**config.mk**
```make
export PLATFORM = sky130hd
export DESIGN_NAME = matmul_z_unloader_flat
export DESIGN_NICKNAME = d
export VERILOG_FILES = /design/src/rtl/matmul_z_unloader_if.sv /design/src/rtl/matmul_z_unloader.sv /design/src/flat_wrapper.sv
export SDC_FILE = /design/constraint.sdc
export NUM_CORES = 1
export LEC_CHECK = 0
export BUFFER_PORTS_ARGS = -buffer_cell sky130_fd_sc_hd__buf_4
export CORE_AREA = 2 2 93 95
export DETAILED_ROUTE_END_ITERATION = 10
export DIE_AREA = 0 0 95 97
export GPL_TIMING_DRIVEN = 0
export PLACE_DENSITY = 0.75
export SYNTH_ARGS = -nofsm -noshare
export SYNTH_HDL_FRONTEND = slang
export SYNTH_SLANG_ARGS = --single-unit
```
**constraint.sdc**
```tcl
create_clock -name i_clock -period 2.1 [get_ports i_clock]
set_input_delay 0.105 -clock i_clock [delete_from_list [all_inputs] [get_ports i_clock]]
set_output_delay 0.105 -clock i_clock [all_outputs]
set_load 0.02 [all_outputs]
```
**src/rtl/matmul_z_unloader_if.sv**
```systemverilog
// Signal bundle joining the Z unloader to the multiplier control, the Z BRAM read port and the consumer.
// master = unloader side; slave = environment side (multiplier, BRAM, downstream sink).
interface matmul_z_unloader_if #(
   parameter int DATA_WIDTH = 32,
   parameter int ADDR_WIDTH = 6
);
   logic                  start;
   logic                  busy;
   logic                  done;
   logic [ADDR_WIDTH-1:0] z_addr;
   logic                  z_rd_en;
   logic [DATA_WIDTH-1:0] z_dout;
   logic [DATA_WIDTH-1:0] out_data;
   logic                  out_valid;
   logic                  out_ready;
   logic                  out_last;
   logic                  out_frame_last;

   modport master (
      input  start, z_dout, out_ready,
      output busy, done, z_addr, z_rd_en, out_data, out_valid, out_last, out_frame_last
   );

   modport slave (
      output start, z_dout, out_ready,
      input  busy, done, z_addr, z_rd_en, out_data, out_valid, out_last, out_frame_last
   );
endinterface

```
**src/rtl/matmul_z_unloader.sv**
```systemverilog
// Streams the VECTOR_SIZE^2 Z matrix row-major: first word 3 cycles after start, then 1/cycle.
// A 2-entry buffer absorbs BRAM latency; issue stalls under backpressure, never more than 2 words held.
module matmul_z_unloader #(
   parameter int DATA_WIDTH  = 32,
   parameter int ADDR_WIDTH  = 6,
   parameter int VECTOR_SIZE = 8
) (
   input  logic                i_clock,
   input  logic                i_reset,
   matmul_z_unloader_if.master bus
);
   localparam int N  = VECTOR_SIZE * VECTOR_SIZE;
   localparam int CW = (VECTOR_SIZE > 1) ? $clog2(VECTOR_SIZE) : 1;
   localparam logic [ADDR_WIDTH-1:0] LAST_ADDR = ADDR_WIDTH'(N - 1);
   localparam logic [CW-1:0]         LAST_COL  = CW'(VECTOR_SIZE - 1);

   typedef enum logic [1:0] {
      S_IDLE,
      S_READ,
      S_DRAIN
   } state_t;

   state_t                r_state;
   state_t                w_next_state;
   logic [ADDR_WIDTH-1:0] r_rd_ptr;
   logic                  r_inflight;
   logic [DATA_WIDTH-1:0] r_mem [0:1];
   logic                  r_wr_sel;
   logic                  r_rd_sel;
   logic [1:0]            r_count;
   logic [ADDR_WIDTH-1:0] r_out_idx;
   logic [CW-1:0]         r_out_col;

   logic                  w_issue;
   logic                  w_done;
   logic                  w_start_acc;
   logic                  w_vld;
   logic                  w_pop;
   logic [2:0]            w_occ;

   assign w_vld = (r_count != 2'd0);
   assign w_pop = w_vld && bus.out_ready;
   assign w_occ = {1'b0, r_count} + {2'b00, r_inflight};

   always_ff @(posedge i_clock or posedge i_reset) begin
      if (i_reset) begin
         r_state <= S_IDLE;
      end else begin
         r_state <= w_next_state;
      end
   end

   always_comb begin
      w_next_state = r_state;
      w_issue      = 1'b0;
      w_done       = 1'b0;
      w_start_acc  = 1'b0;
      case (r_state)
         S_IDLE: begin
            if (bus.start) begin
               w_start_acc  = 1'b1;
               w_next_state = S_READ;
            end
         end
         S_READ: begin
            // Occupancy counts the word already on its way back from the BRAM.
            if (w_occ < (3'd2 + {2'b00, w_pop})) begin
               w_issue = 1'b1;
               if (r_rd_ptr == LAST_ADDR) begin
                  w_next_state = S_DRAIN;
               end
            end
         end
         S_DRAIN: begin
            if ((r_count == 2'd0) && !r_inflight) begin
               w_done       = 1'b1;
               w_next_state = S_IDLE;
            end
         end
         default: begin
            w_next_state = S_IDLE;
         end
      endcase
   end

   always_ff @(posedge i_clock or posedge i_reset) begin
      if (i_reset) begin
         r_rd_ptr   <= '0;
         r_inflight <= 1'b0;
         r_mem[0]   <= '0;
         r_mem[1]   <= '0;
         r_wr_sel   <= 1'b0;
         r_rd_sel   <= 1'b0;
         r_count    <= 2'd0;
         r_out_idx  <= '0;
         r_out_col  <= '0;
      end else begin
         r_inflight <= w_issue;

         if (w_start_acc) begin
            r_rd_ptr <= '0;
         end else if (w_issue && (r_rd_ptr != LAST_ADDR)) begin
            r_rd_ptr <= r_rd_ptr + ADDR_WIDTH'(1);
         end

         // BRAM data lands one cycle after the issue that requested it.
         if (r_inflight) begin
            r_mem[r_wr_sel] <= bus.z_dout;
            r_wr_sel        <= ~r_wr_sel;
         end
         if (w_pop) begin
            r_rd_sel <= ~r_rd_sel;
         end
         r_count <= r_count + {1'b0, r_inflight} - {1'b0, w_pop};

         if (w_start_acc) begin
            r_out_idx <= '0;
            r_out_col <= '0;
         end else if (w_pop) begin
            r_out_idx <= r_out_idx + ADDR_WIDTH'(1);
            r_out_col <= (r_out_col == LAST_COL) ? '0 : (r_out_col + CW'(1));
         end
      end
   end

   assign bus.z_rd_en        = w_issue;
   assign bus.z_addr         = w_issue ? r_rd_ptr : '0;
   assign bus.out_valid      = w_vld;
   assign bus.out_data       = w_vld ? r_mem[r_rd_sel] : '0;
   assign bus.out_last       = w_vld && (r_out_col == LAST_COL);
   assign bus.out_frame_last = w_vld && (r_out_idx == LAST_ADDR);
   assign bus.busy           = (r_state != S_IDLE) && !w_done;
   assign bus.done           = w_done;
endmodule

```
**src/flat_wrapper.sv**
```systemverilog
// flat-port wrapper written by rule: the top's interface ports become plain ports
module matmul_z_unloader_flat 
#(
   parameter int DATA_WIDTH  = 32,
   parameter int ADDR_WIDTH  = 6,
   parameter int VECTOR_SIZE = 8
)
  (i_clock, i_reset, bus_start, bus_z_dout, bus_out_ready, bus_busy, bus_done, bus_z_addr, bus_z_rd_en, bus_out_data, bus_out_valid, bus_out_last, bus_out_frame_last);
  matmul_z_unloader_if #(.DATA_WIDTH(DATA_WIDTH), .ADDR_WIDTH(ADDR_WIDTH)) bus_i ();
  input  logic i_clock;
  input  logic i_reset;
  input wire logic [$bits(bus_i.start)-1:0] bus_start;
  input wire logic [$bits(bus_i.z_dout)-1:0] bus_z_dout;
  input wire logic [$bits(bus_i.out_ready)-1:0] bus_out_ready;
  output wire logic [$bits(bus_i.busy)-1:0] bus_busy;
  output wire logic [$bits(bus_i.done)-1:0] bus_done;
  output wire logic [$bits(bus_i.z_addr)-1:0] bus_z_addr;
  output wire logic [$bits(bus_i.z_rd_en)-1:0] bus_z_rd_en;
  output wire logic [$bits(bus_i.out_data)-1:0] bus_out_data;
  output wire logic [$bits(bus_i.out_valid)-1:0] bus_out_valid;
  output wire logic [$bits(bus_i.out_last)-1:0] bus_out_last;
  output wire logic [$bits(bus_i.out_frame_last)-1:0] bus_out_frame_last;
  assign bus_i.start = bus_start;
  assign bus_i.z_dout = bus_z_dout;
  assign bus_i.out_ready = bus_out_ready;
  assign bus_busy = bus_i.busy;
  assign bus_done = bus_i.done;
  assign bus_z_addr = bus_i.z_addr;
  assign bus_z_rd_en = bus_i.z_rd_en;
  assign bus_out_data = bus_i.out_data;
  assign bus_out_valid = bus_i.out_valid;
  assign bus_out_last = bus_i.out_last;
  assign bus_out_frame_last = bus_i.out_frame_last;
  matmul_z_unloader #(.DATA_WIDTH(DATA_WIDTH), .ADDR_WIDTH(ADDR_WIDTH), .VECTOR_SIZE(VECTOR_SIZE)) u_core (.i_clock(i_clock), .i_reset(i_reset), .bus(bus_i));
endmodule
```
==> results of run 1 <==
==> cell usage after synthesis, types with 3 or more instances <==
| library cell | instances |
|---|---|
| a21oi_1 | 5 |
| nand4_1 | 5 |
| inv_1 | 7 |
| nand2_1 | 15 |
| clkbuf_1 | 6 |
| xnor2_1 | 4 |
| xor2_1 | 5 |
| ha_1 | 8 |
| and3_1 | 7 |
| nand2b_1 | 4 |
| mux2i_1 | 35 |
| nor3_1 | 3 |
| buf_2 | 10 |
| o21ai_0 | 4 |
| dfrtp_1 | 86 |
| nand3_1 | 3 |
| mux2_2 | 62 |
| nor2_1 | 41 |
| and2_1 | 3 |
==> per-layer routing <==
| metal | part of all wire (%) | up-vias |
|---|---|---|
| li1 | - | 1400 |
| met1 | 48 | 1382 |
| met2 | 48 | 71 |
| met3 | 4.0 | 6 |
| met4 | 0.56 | 0 |
| met5 | 0 | - |
==> repair_timing <==
item | in CTS | in global routing
hold endpoints to repair | 84 | 0
setup buffers | 0 | 1
gates resized for setup | 2 | 10
hold buffers | 33 | 0
gates cloned | 0 | 0
endpoints found under the setup margin | 37 | 10
==> layout by cell type, fill, tap and decap left out, drive strengths merged, types with 2 or more instances in the layout <==
| cell | count |
|---|---|
| dfrtp | 86 |
| xnor2 | 4 |
| o21ai | 6 |
| xor2 | 5 |
| dlygate4sd3 | 33 |
| and2 | 4 |
| nand2 | 15 |
| a41o | 2 |
| and3 | 7 |
| clkinv | 3 |
| nand4 | 6 |
| mux2i | 35 |
| nand3 | 3 |
| clkbuf | 15 |
| buf | 93 |
| mux2 | 64 |
| inv | 10 |
| nand2b | 4 |
| nor2 | 41 |
| nor3 | 3 |
| a21oi | 5 |
| ha | 8 |
==> sequential cells by signal, indices dropped and copies added, names as in the netlist <==
| signal | cells |
|---|---|
| u_core.r_out_col | 3 |
| u_core.r_wr_sel | 1 |
| u_core.r_inflight | 1 |
| u_core.r_count | 2 |
| u_core.r_state | 2 |
| u_core.r_mem | 64 |
| u_core.r_rd_sel | 1 |
| u_core.r_out_idx | 6 |
| u_core.r_rd_ptr | 6 |
==> how the worst max path moves through the flow <==
stage                                           start                           to  slack, ns  cells after the start
after global routing      u_core.r_count[1]$_DFF_PP0_  u_core.r_count[1]$_DFF_PP0_      0.004                      7
final                     u_core.r_count[0]$_DFF_PP0_                bus_z_addr[2]       0.11                      6
after CTS                 u_core.r_inflight$_DFF_PP0_                bus_z_addr[2]       0.01                      6
after detailed placement  u_core.r_count[1]$_DFF_PP0_  u_core.r_count[1]$_DFF_PP0_       0.19                      7
after floorplan           u_core.r_count[1]$_DFF_PP0_                     bus_done       0.33                      3
after global placement    u_core.r_count[1]$_DFF_PP0_  u_core.r_count[1]$_DFF_PP0_       0.21                      7
==> cells by family (layout without fill, tap and decap cells) <==
family / after synthesis / after routing / synth area share (%)
flops: 86 / 86 / 53.3
fa+ha+maj: 8 / 8 / 2.48
xor+xnor: 9 / 9 / 1.95
buf+inv: 25 / 156 / 2.73
mux: 99 / 99 / 26.6
compound gates: 14 / 14 / 2.30
simple gates: 88 / 88 / 10.6
==> final cells by class <==
cell class / count / area share [%]
flip-flops and latches: 86 / 40.1
multi-input cells: 218 / 33.2
repair buffers: 115 / 18.1
well taps: 105 / 2.45
clock buffers: 9 / 2.31
plain buffers: 17 / 1.72
clock inverters: 7 / 1.47
inverters: 8 / 0.629
==> metrics by stage <==
step / total power (uW) / utilization, % / hold WS (ns) / instance area [sq um] / setup WS, ns
3_3_place_gp: 7900 / 58.5 / 0.333 / 4760 / 0.212
2_1_floorplan: 6360 / - / 0.237 / 4040 / 0.330
3_5_place_dp: 8020 / 59.0 / 0.216 / 4800 / 0.191
6_report: 9280 / 66.0 / 0.128 / 5370 / 0.114
4_1_cts: 9260 / 65.6 / 0.110 / 5340 / 0.0126
5_1_grt: 9930 / 66.0 / 0.139 / 5370 / 0.00374
==> worst max-delay path, cell delays in order (launching register included) <==
cell and delay, ns:
dfrtp_1 0.44, ha_1 0.22, ha_1 0.31, o21ai_4 0.09
buf_6 0.16, and3_1 0.16, buf_4 0.15
==> where the power goes <==
group          internal, uW  switching, uW  leakage (uW)
clock                   565            598      0.000105
combinational          2500           2650       0.00146
sequential             2490            482       0.00102
==> out/results.tsv, run 1 <==
metric	value	unit
synth_top_area_share	53.3	%
final_nets	499	
timing.rr.end	u_core.r_count[1]$_DFF_PP0_	
synth.avg_cell_area	12.3	sq um
worst_pin_slew	0.599	ns
rows	33	
drt-total-wl	8140	um
setup_viol	0	
grt_max_degree	33	
ys_seq_elements	86	
ys.warnings.count	0	
worstPathMaxFanout	10	
r2r-start	u_core.r_count[1]$_DFF_PP0_	
synth.area.top_cells	dfrtp_1, mux2_2, mux2i_1	
hold_viol	0	
peakVddDrop	0.00117	V
cts_buffer_depth	2	
met2_usage	29.2	%
worstHoldStart	bus_start	
r2r_slack	0.13	ns
clk_latency	0.34	ns
cts_tree	yes	
die_w	95	um
clock_sinks	86	
status	complete, no violations	
n_antenna_cell	0	
die_area	9220	sq um
drt_iter0_drc	77	
cp.required	2.00	ns
drive_above_1_share	39.6	%
viasPerCell	5.06	
gp_congestion	0.881	
cts.clk_slew.worst_paths	0.08	ns
ys_types	32	
gr-total-overflow	0	
fmax	503	MHz
num_vias	2859	
slew_headroom	60.0	%
yosysSeqAreaShare	53.3	%
io_pins	80	
setup_tns	0	ns
endpoint_kind	output port	
hold_path_end	u_core.r_state[0]$_DFFE_PP0P_	
antenna_found_initial	0	
initial_utilization	49.6	%
worstPathArrival	1.88	ns
ctsHtreeMaxLevel	3	
dpl.hpwl	5630	um
multi_input_area	1780	sq um
rsz0062_at_grt	false	
min_path_type	in -> reg	
area_delta_synth_final	33.1	%
filler_cell_count	618	
dp_cells	515	
synth-edff-count	0	
grt_pass1_wl	13400	um
synthArstFlopShare	100	%
io_buffers	79	
coreArea	8130	sq um
rr_worst_depth	7	
grt_pass1_vias	2889	
ff_latch_area	2150	sq um
ant_nets	0	
drc	0	
yosysTopAreaCell	dfrtp_1	
min_period_over_period	94.6	%
syn_area	4030	sq um
wire_per_inst	14.4	um
period_needed	1.99	ns
start_kind	flip-flop	
track_usage	18.2	%
cts_root_buf	clkbuf_8	
drt-pass1-iter-count	5	
syn_inst	329	
slew_viol_final	0	
synth_ff_type	dfrtp_1	
power.density	1730	nW/um^2
power_leakage	0.00258	uW
grtUsageMet3	2.96	%
synth.net_count	373	
fin_skew	0.00719	ns
cap_violations	0	
whs_path_depth	3	
busiest_layer	met2	
final_cells	565	
cts_made_buffers	9	
fp.dieH	97	um
grt_use_met1	25.1	%
path_class	reg -> out	
(Power assumes the default switching activity.)
==> inputs of run 2 (changes only) <==
--- a/config.mk
+++ b/config.mk
@@ -9,7 +9,7 @@
 export CORE_AREA = 2 2 93 95
 export DETAILED_ROUTE_END_ITERATION = 10
 export DIE_AREA = 0 0 95 97
-export GPL_TIMING_DRIVEN = 0
+export MAX_ROUTING_LAYER = met4
 export PLACE_DENSITY = 0.75
 export SYNTH_ARGS = -nofsm -noshare
 export SYNTH_HDL_FRONTEND = slang
==> run 2 against run 1 <==
Against the previous run: clock-buffer cell count grew 1; final cell count shrank 1.2%; fmax shrank 0.94%; critical path depth decreased by 1; sequential cell count is the same; power down 0.44%; critical path type unchanged.
==> out/results.tsv, run 2 (synthesis results as in run 1) <==
metric	value	unit
status	complete, no violations	
cts_root_buf	clkbuf_8	
io_buffers	79	
rr_worst_depth	4	
grt_max_degree	53	
clock_sinks	86	
antenna_found_initial	0	
power_leakage	0.00256	uW
power	9240	uW
drt-pass1-iter-count	4	
period_needed	2.01	ns
largest_reg_flops	64	
die_w	95	um
grt_pass1_wl	14100	um
gp_congestion	0.852	
slowest_delay	0.44	ns
initial_utilization	49.6	%
crit_chain	ha_1, o21ai_4, nand3_1, inv_1, buf_4	
fmax	499	MHz
worst_pin_slew	0.467	ns
grt_pass1_vias	2914	
cts.clk_slew.worst_paths	0.08	ns
n_antenna_cell	0	
cts_buffer_depth	2	
die_area	9220	sq um
final_common_cell	buf_4	
met2WireLength	4250	um
drive_above_1_share	40.0	%
drc	0	
wl_met1	3850	um
path_class	reg -> out	
final_nets	492	
top_register	u_core.r_mem	
drt_iter0_drc	78	
ctsHtreeMaxLevel	3	
rsz0062_at_grt	false	
min_period_over_period	95.5	%
cts_tree	yes	
worstPathMaxFanout	16	
power.density	1730	nW/um^2
critical_path_cell_count	5	
critPathTopFamily	flip-flops	
ant_nets	0	
cp_slowest_cell	dfrtp_1	
slew_headroom	68.9	%
hold_viol	0	
worstPathArrival	1.90	ns
min_path_type	in -> reg	
cap_violations	0	
setup_tns	0	ns
largestRegisters	u_core.r_mem x64, u_core.r_out_idx x6, u_core.r_rd_ptr x6	
clk_latency	0.35	ns
slew_viol_final	0	
filler_cell_count	605	
endpoint_kind	output port	
worstHoldStart	bus_start	
whs_path_depth	3	
path_buf_inv	2	
coreArea	8130	sq um
area_delta_synth_final	32.4	%
track_usage	20.3	%
rows	33	
fin_skew	0.00943	ns
cp.required	2.00	ns
peakVddDrop	0.00105	V
wire_per_inst	15.5	um
gr-total-overflow	0	
fp.dieH	97	um
viasPerCell	5.18	
r2r-start	u_core.r_count[0]$_DFF_PP0_	
final_cell_mix	buf_4, dfrtp_1, mux2_2	
route.met3.wl	450	um
highest_layer	met4	
start_kind	flip-flop	
setup_viol	0	
dpl.hpwl	5450	um
hold_ws	0.107	ns
cts_made_buffers	9	
drt-total-wl	8620	um
cp-startpoint	u_core.r_count[0]$_DFF_PP0_	
num_vias	2890	
io_pins	80	
run 2: changes by cell type in the layout (fill, tap and decap cells not counted), sizes merged:
cell           change
clkinvlp           +2
clkdlybuf4s15      +1
bufinv             -1
clkbuf             -5
inv                -2
buf                -2
run 2: worst paths after layout:
check                                                  end  slack, ns
setup / recovery                             bus_z_addr[3]       0.09
hold / removal               u_core.r_state[0]$_DFFE_PP0P_       0.11
setup reg to reg            u_core.r_rd_ptr[4]$_DFFE_PP0P_       0.28
hold reg to reg                u_core.r_wr_sel$_DFFE_PP0P_       0.50
max in group asynchronous     u_core.r_mem[18]$_DFFE_PP0P_       1.29
min in group asynchronous  u_core.r_out_idx[1]$_DFFE_PP0P_       0.42
run 2: layout make-up:
class / instances / area [sq um] / share of cell area (%)
Timing Repair Buffer: 125 / 1050 / 19.7
Clock buffer: 10 / 138 / 2.58
Sequential cell: 86 / 2150 / 40.3
Multi-Input combinational cell: 218 / 1790 / 33.5
Clock inverter: 6 / 46.3 / 0.867
Tap cell: 105 / 131 / 2.46
Inverter: 8 / 33.8 / 0.633
run 2: metal layers:
| layer | track usage [%] | vias up |
|---|---|---|
| met5 | - | - |
| met4 | 6.47 | 0 |
| met3 | 4.83 | 8 |
| met2 | 31.4 | 84 |
| met1 | 26.5 | 1419 |
| li1 | - | 1379 |
run 2: where the power goes:
| part | switching [uW] | total [uW] | leakage, uW | internal (uW) |
|---|---|---|---|---|
| combinational | 2600 | 5120 | 0.00145 | 2510 |
| clock | 607 | 1070 | 0.0000889 | 468 |
| sequential | 563 | 3050 | 0.00102 | 2490 |
run 2: worst reg2reg max path: cells and delay by family (launching register included):
family	cells	cell delay [ns]
AOI/OAI and AO/OA	2	0.73
DFF	1	0.44
adders and majority gates	1	0.35
and+or+nand+nor	1	0.19
run 2: repair_timing:
| item | CTS | global route |
|---|---|---|
| gates resized for setup | 1 | 2 |
| hold buffers | 33 | 0 |
| endpoints found under the setup margin | 3 | 7 |
| cloned | 0 | 1 |
| hold endpoints to repair | 150 | 0 |
| buffers inserted | 0 | 1 |
run 2: metrics by stage:
step	setup WS [ns]	area, sq um	std cells	util, %
floorplan	0.330	4040	329	-
global placement	0.271	4800	507	59.0
detailed placement	0.179	4800	507	59.0
CTS	0.0731	5320	556	65.4
global route	0.00277	5340	558	65.7
finish	0.0948	5340	558	65.7
